File: config.mk
export PLATFORM = sky130hd
export DESIGN_NAME = barrel_shifter_seq
export DESIGN_NICKNAME = d
export VERILOG_FILES = /design/src/rtl/barrel_shifter_seq.sv
export SDC_FILE = /design/constraint.sdc
export NUM_CORES = 1
export LEC_CHECK = 0
export ABC_AREA = 1
export CAP_MARGIN = 25
export CORE_MARGIN = 2
export CORE_UTILIZATION = 45
export CTS_CLUSTER_SIZE = 12
export DETAILED_ROUTE_END_ITERATION = 10
export PLACE_DENSITY_LB_ADDON = 0.05
export SYNTH_ARGS = -nofsm -noshare
export SYNTH_HDL_FRONTEND = slang
export SYNTH_SLANG_ARGS = --single-unit
export TNS_END_PERCENT = 1
File: constraint.sdc
create_clock -name clk -period 1.5 [get_ports clk]
set_input_delay 0.225 -clock clk [delete_from_list [all_inputs] [get_ports clk]]
set_output_delay 0.225 -clock clk [all_outputs]
set_load 0.005 [all_outputs]
File: src/rtl/barrel_shifter_seq.sv
// Sequential barrel shifter: applies shifts of 1, 2, 4 and 8 in four fixed stages, so every
// operation takes exactly four cycles from accept to done regardless of the shift amount.
module barrel_shifter_seq (
  input  logic        clk,
  input  logic        rst,
  input  logic        start,
  input  logic [15:0] i,
  input  logic [3:0]  s,
  input  logic [1:0]  mode,
  output logic [15:0] o,
  output logic        busy,
  output logic        done
);

  typedef enum logic [2:0] {StIdle, StS1, StS2, StS4, StS8, StDone} state_e;

  state_e      state_q, state_d;
  logic [15:0] work_q, work_d;
  logic [15:0] o_q, o_d;
  logic [3:0]  amt_q, amt_d;
  logic [1:0]  mode_q, mode_d;
  logic [15:0] stage_val;

  // One stage of the shifter: shift v by a fixed power-of-two amount k.
  function automatic logic [15:0] shift_by(input logic [15:0] v, input logic [1:0] m,
                                           input int unsigned k);
    unique case (m)
      2'b00:   return v >> k;
      2'b01:   return $signed(v) >>> k;
      2'b10:   return (v >> k) | (v << (16 - k));
      default: return v << k;
    endcase
  endfunction

  always_comb begin
    state_d   = state_q;
    work_d    = work_q;
    o_d       = o_q;
    amt_d     = amt_q;
    mode_d    = mode_q;
    stage_val = work_q;
    unique case (state_q)
      StIdle: begin
        if (start) begin
          work_d  = i;
          amt_d   = s;
          mode_d  = mode;
          state_d = StS1;
        end
      end
      StS1: begin
        if (amt_q[0]) stage_val = shift_by(work_q, mode_q, 1);
        work_d  = stage_val;
        state_d = StS2;
      end
      StS2: begin
        if (amt_q[1]) stage_val = shift_by(work_q, mode_q, 2);
        work_d  = stage_val;
        state_d = StS4;
      end
      StS4: begin
        if (amt_q[2]) stage_val = shift_by(work_q, mode_q, 4);
        work_d  = stage_val;
        state_d = StS8;
      end
      StS8: begin
        if (amt_q[3]) stage_val = shift_by(work_q, mode_q, 8);
        work_d  = stage_val;
        o_d     = stage_val;
        state_d = StDone;
      end
      StDone: begin
        state_d = StIdle;
      end
      default: begin
        state_d = StIdle;
      end
    endcase
  end

  always_ff @(posedge clk) begin
    if (rst) begin
      state_q <= StIdle;
      work_q  <= '0;
      o_q     <= '0;
      amt_q   <= '0;
      mode_q  <= '0;
    end else begin
      state_q <= state_d;
      work_q  <= work_d;
      o_q     <= o_d;
      amt_q   <= amt_d;
      mode_q  <= mode_d;
    end
  end

  assign o    = o_q;
  assign busy = (state_q == StS1) || (state_q == StS2) || (state_q == StS4) ||
                (state_q == StS8);
  assign done = (state_q == StDone);

endmodule

Word-level counts from Yosys, hierarchy flattened
Cells that the tools add are included.
{"block": "classes", "eq_ne": 14, "muxes": 12, "bitwise": 4, "n_reduce_logical": 9}
{"cell": "$pmux W16 S3", "count": 4}
{"cell": "$mux W16", "count": 5}
{"cell": "$pmux W16 S5", "count": 1}
{"cell": "$or A12 B16 Y16", "count": 1}
{"cell": "$or A14 B16 Y16", "count": 1}
{"cell": "$or A15 B16 Y16", "count": 1}
{"cell": "$or A8 B16 Y16", "count": 1}
{"cell": "$pmux W3 S5", "count": 1}
{"cell": "$ne A2 B2 Y1 const B", "count": 7}
{"cell": "$reduce_and A8 Y1", "count": 1}
{"cell": "$eq A3 B2 Y1 const B", "count": 2}
{"cell": "$eq A3 B3 Y1 const B", "count": 2}
{"cell": "$reduce_and A5 Y1", "count": 1}
{"cell": "$reduce_bool A5 Y1", "count": 1}
{"cell": "$eq A3 B1 Y1 const B", "count": 1}
{"cell": "$logic_not A3 Y1", "count": 1}
{"cell": "$logic_or A1 B1 Y1", "count": 3}
{"cell": "$mux W3", "count": 1}
{"cell": "$eq A2 B1 Y1 const B", "count": 1}
{"cell": "$eq A2 B2 Y1 const B", "count": 1}
{"cell": "$logic_not A2 Y1", "count": 1}
{"cell": "$reduce_and A2 Y1", "count": 1}
{"block": "totals", "ff_bits": 41, "inputBits": 25, "out_inout_bits": 18}

Logic depth before layout (Yosys ltp)
{"block": "depth", "word_depth": 4, "mapped_depth": 11, "mapped_depth_nobuf": 10}

Worst setup path after synthesis
Ideal clock, no wire load.
{"block": "synth_path", "kind": "reg-to-reg", "start": "register state_q[1]", "end": "register work_q[8]", "setup_ns": 0.141, "t_arrival_ns": 1.291, "t_required_ns": 1.359, "setup_slack_ns": 0.069, "path_stages_with_launch": 10, "n_path_buf": 2, "period_less_slack_ns": 1.431, "cell_sequence": "dfxtp_1 > buf_2 > nor2_4 > nand2_2 > nand2_4 > buf_6 > nand2_1 > nand3b_1 > nand2_1 > a21oi_2"}
{"block": "synth_via", "elab_chain_cells": 3, "word_cells_on_any_way": 12}
{"element": "start, declared", "line_no": "17", "text": "state_e state_q, state_d;"}
{"element": "start signal, assigned", "line_no": "83", "text": "state_q <= StIdle;"}
{"element": "start signal, assigned", "line_no": "89", "text": "state_q <= state_d;"}
{"element": "$eq A3 B1 Y1 (tied with other cells)", "line_no": "42", "text": "unique case (state_q)"}
{"element": "$reduce_bool A5 Y1 (no line) or $ne A2 B2 Y1 (tied branches)"}
{"element": "$reduce_and A5 Y1 (no line)"}
{"element": "end signal, assigned", "line_no": "90", "text": "work_q <= work_d;"}
{"element": "end, declared", "line_no": "18", "text": "logic [15:0] work_q, work_d;"}
Parallel ways exist; a longest one is shown, timed or not.
A chain may end at the register's enable or synchronous reset.

Worst setup path in the final report
{"block": "layout_path", "start": "register state_q[1]", "end": "register work_q[7]"}
The elaborated chain is that of the path after synthesis.

==> Flow_metrics.wiki <==
{| class="wikitable"
! Metric !! Value
|-
| Result of the run || finished, violations left
|-
| Violated checks || setup timing
|-
| Number of storage elements in the synthesis netlist || just over 40
|-
| Share of layout cells above drive strength 1 || approximately 19%
|-
| Per-instance average area after synthesis || around 6 um^2
|-
| RSZ-0062 raised after global routing || yes
|-
| Multi-input logic area || ~1800 um^2
|-
| Area growth from synthesis to layout || 37.8%
|-
| Number of diodes added for antenna fixing || 0
|-
| Die Width || 82.4 um
|-
| # rows || 28
|-
| Worst setup path class || reg2reg
|-
| CP Data Arrival Time || approximately 1800 ps
|-
| Total power density per cell area || around 1100 nW/um^2
|-
| Post-route core utilization || 64.4%
|-
| Total overflow reported by the global router || 0
|-
| Count of cells along the worst hold path || 2
|-
| Largest net degree at the start of global routing || 19
|-
| Clk root buf || clkbuf_8
|-
| Hold endpoint || amt_q[2]$_SDFFE_PP0P_
|-
| Cell Area, Synth || 2770 um^2
|-
| Sequential Area || 830 um^2
|-
| Layout net count || 560
|-
| Count of cell types in the netlist || 27
|-
| Relative slew margins || a little under 80%
|-
| Peak ir drop on the vdd network || 0.630 mV
|-
| CTS Sinks || 41
|-
| Start point of the worst hold path || amt_q[2]$_SDFFE_PP0P_
|-
| Length in cells of the worst reg-to-reg path || 8
|-
| Max Cap Violations || 0
|-
| Number of remaining DRC errors || 0
|-
| Die ar. || 6790 um^2
|-
| Clock tree from TritonCTS || built
|-
| Reg2reg start || state_q[1]$_SDFFE_PP0P_
|-
| Number of vias per cell after detailed routing || 5.43
|-
| IO Pins || 43
|-
| Tightest Hold Check Type || reg2reg
|-
| Via count || between 3000 and 4000
|-
| Crit path launch || state_q[1]$_SDFFE_PP0P_
|-
| Max Fclk || 640 MHz
|-
| Number of antenna violations at the first check in global routing || 0
|-
| Power after layout || 4050 uW
|-
| Fillers || 602
|-
| Final hold violations || 0
|-
| Detailed-routing iteration count for the pre-antenna-repair pass || 5
|-
| Number of clock buffers inserted by TritonCTS || 5
|-
| Required time reported for the critical path endpoint || 1680 ps
|-
| Synth Warn # || 0
|-
| Clk slew on worst S/H paths || 80 ps
|-
| Placed insts || slightly below 600
|-
| Worst slew pin tran || 338 ps
|-
| Finished Layout Cells || 611
|-
| Post-synth top area cell || dfxtp_1
|-
| Shortest clock period the worst path allows after layout || 1560 ps
|-
| Maximum level of the CTS H-tree || 2
|-
| CP Capture Type || flop
|-
| DP HPWL || 7180 um
|-
| Fraction of synthesized cell area taken by the top area cell type || 29.7%
|-
| Die Ht || 82.4 um
|-
| Hold bufs inserted after CTS || 0
|-
| Area contributors post-synth || dfxtp_1 30%, nand2_1 21%, nor2_1 9.8%, nand3_1 8.0%, a21oi_1 7.4%
|-
| Final RePlAce weighted congestion || 0.964
|-
| Worst slack after detailed placement || -53.8 ps
|-
| Synthesized Nets || 487
|-
| Post-Route WL || 9990 um
|-
| Worst-case clock skew || 6.71 ps
|-
| Min setup slack post-route || -62.4 ps
|-
| Static power due to leakage || 0.00160 uW
|-
| Global-route wire length before repair || 15000 um
|-
| Type of origin of the critical path || flop
|-
| Share of the cycle needed by the critical path after routing || 104%
|-
| Port bufs || 42
|-
| Via count of the first global-routing pass || roughly 3000
|-
| Area of the placeable core || 5920 um^2
|-
| Starting density of the core || between 40% and 50%
|-
| Final setup violation count || 16
|-
| Register area share after synthesis || 29.7%
|-
| Post-route worst hold slack || between 400 and 500 ps
|-
| Clock network latency to the later pin of the worst-skew pair || 300 ps
|-
| RR Endpoint || work_q[7]$_SDFFE_PP0P_
|-
| Deepest clock path buffer count || 2
|-
| Max Slew Vio Count || 0
|-
| DRC violation total after the first TritonRoute iteration || 283
|-
| Register-to-Register Setup Slack || -60 ps
|-
| Biggest fanout along the worst timing path || 8
|-
| Average detailed-routed wire length per instance || around 16 um
|-
| Remaining antenna violation count || 0
|-
| Cells after synthesis || 462
|-
| Overall routing resource usage || 29.7%
|}
## cell usage in the layout, fill, tap and decap left out
master,n
o21ai_0,13
nand3_1,44
nand4_1,1
nand2_4,2
a21oi_1,39
bufinv_16,1
clkbuf_2,2
nor2_4,7
nand3b_2,1
dfxtp_4,2
clkbuf_8,6
and2_1,2
nand3b_1,4
clkbuf_16,2
buf_12,7
dfxtp_2,1
nor2_2,7
o2111ai_1,1
inv_1,29
nand2_2,9
o22ai_1,7
a21oi_2,12
clkdlybuf4s50_1,40
and2_0,3
nor2_1,61
o21ai_4,1
nand2_1,146
nand4_4,1
buf_4,35
dfxtp_1,38
inv_2,5
o21ai_1,1
o211ai_1,2
clkbuf_1,1
inv_4,1
buf_6,2
## how the worst max path moves through the flow
stage	endpoint	depth (start not counted)
after floorplan	work_q[8]$_SDFFE_PP0P_	9
after global placement	busy	4
after detailed placement	busy	4
after CTS	work_q[10]$_SDFFE_PP0P_	10
after global routing	work_q[7]$_SDFFE_PP0P_	9
final	work_q[7]$_SDFFE_PP0P_	8
## registers in the layout, summed over array words and instances (netlist names)
register,flops
o,16
work_q,16
amt_q,4
mode_q,2
state_q,3
## per-stage QoR
step | instance area (um^2) | setup TNS, ps
after global placement | 3510 | -12.6
final | 3810 | -670
after global routing | 3810 | -1340
after floorplan | 2770 | 0
after CTS | 3680 | -25.2
after detailed placement | 3510 | -360
## area by class of cell
cell class / instances / area share, %
multi-input combinational: 364 / 46.0
timing repair buffer: 88 / 23.2
sequential: 41 / 21.8
inverter: 35 / 3.51
tap: 75 / 2.46
clock buffer: 7 / 2.26
clock inverter: 1 / 0.788
## cells in the mapped netlist
library cell and instances:
nand3b_2 1, inv_1 31, nand3b_1 4, nand2_1 152, o2111ai_1 1, o21ai_2 1
inv_2 4, nor2_1 72, nor2_4 3, buf_6 6, o211ai_1 2, a21oi_2 10
nand2_4 1, nand2_2 4, nand3_1 44, buf_1 1, nand4_1 1, clkbuf_1 6
a21oi_1 41, o21ai_0 14, dfxtp_1 41, buf_4 2, o22ai_1 7, and2_1 2
and2_0 3, nand4_4 1, buf_2 7
## power by group
part	switching, uW	leakage [uW]	internal [uW]
combinational	1000	0.00121	750
clock	418	0.0000585	544
sequential	131	0.000337	1200
total	1550	0.00160	2500
## per-layer routing
metal	share of wire [%]	GRT usage, %	vias to the layer above
li1	-	-	1627
met1	45	39.6	1529
met2	47	48.4	134
met3	5.3	4.35	25
met4	2.6	10.8	0
met5	0	0	-
## kinds of logic after synthesis
| group | synth area share, % |
|---|---|
| simple gates | 44.5 |
| buf+inv | 9.95 |
| compound gates | 15.9 |
| flops | 29.7 |
## critical path: stages (launching register included)
cell and delay, ps:
dfxtp_4 370, buf_4 140, o21ai_0 260, nand2_2 130, nand4_4 200, buf_12 180
nor2_4 50, nand2_2 60, a21oi_2 50
## repair_timing
action	4_1_cts	5_1_grt
setup buffers	2	5
pin swaps	2	18
endpoints found under the setup margin	18	17
resized for setup	17	26
cloned	0	2
No activity file was read; power rests on OpenSTA's default activity.
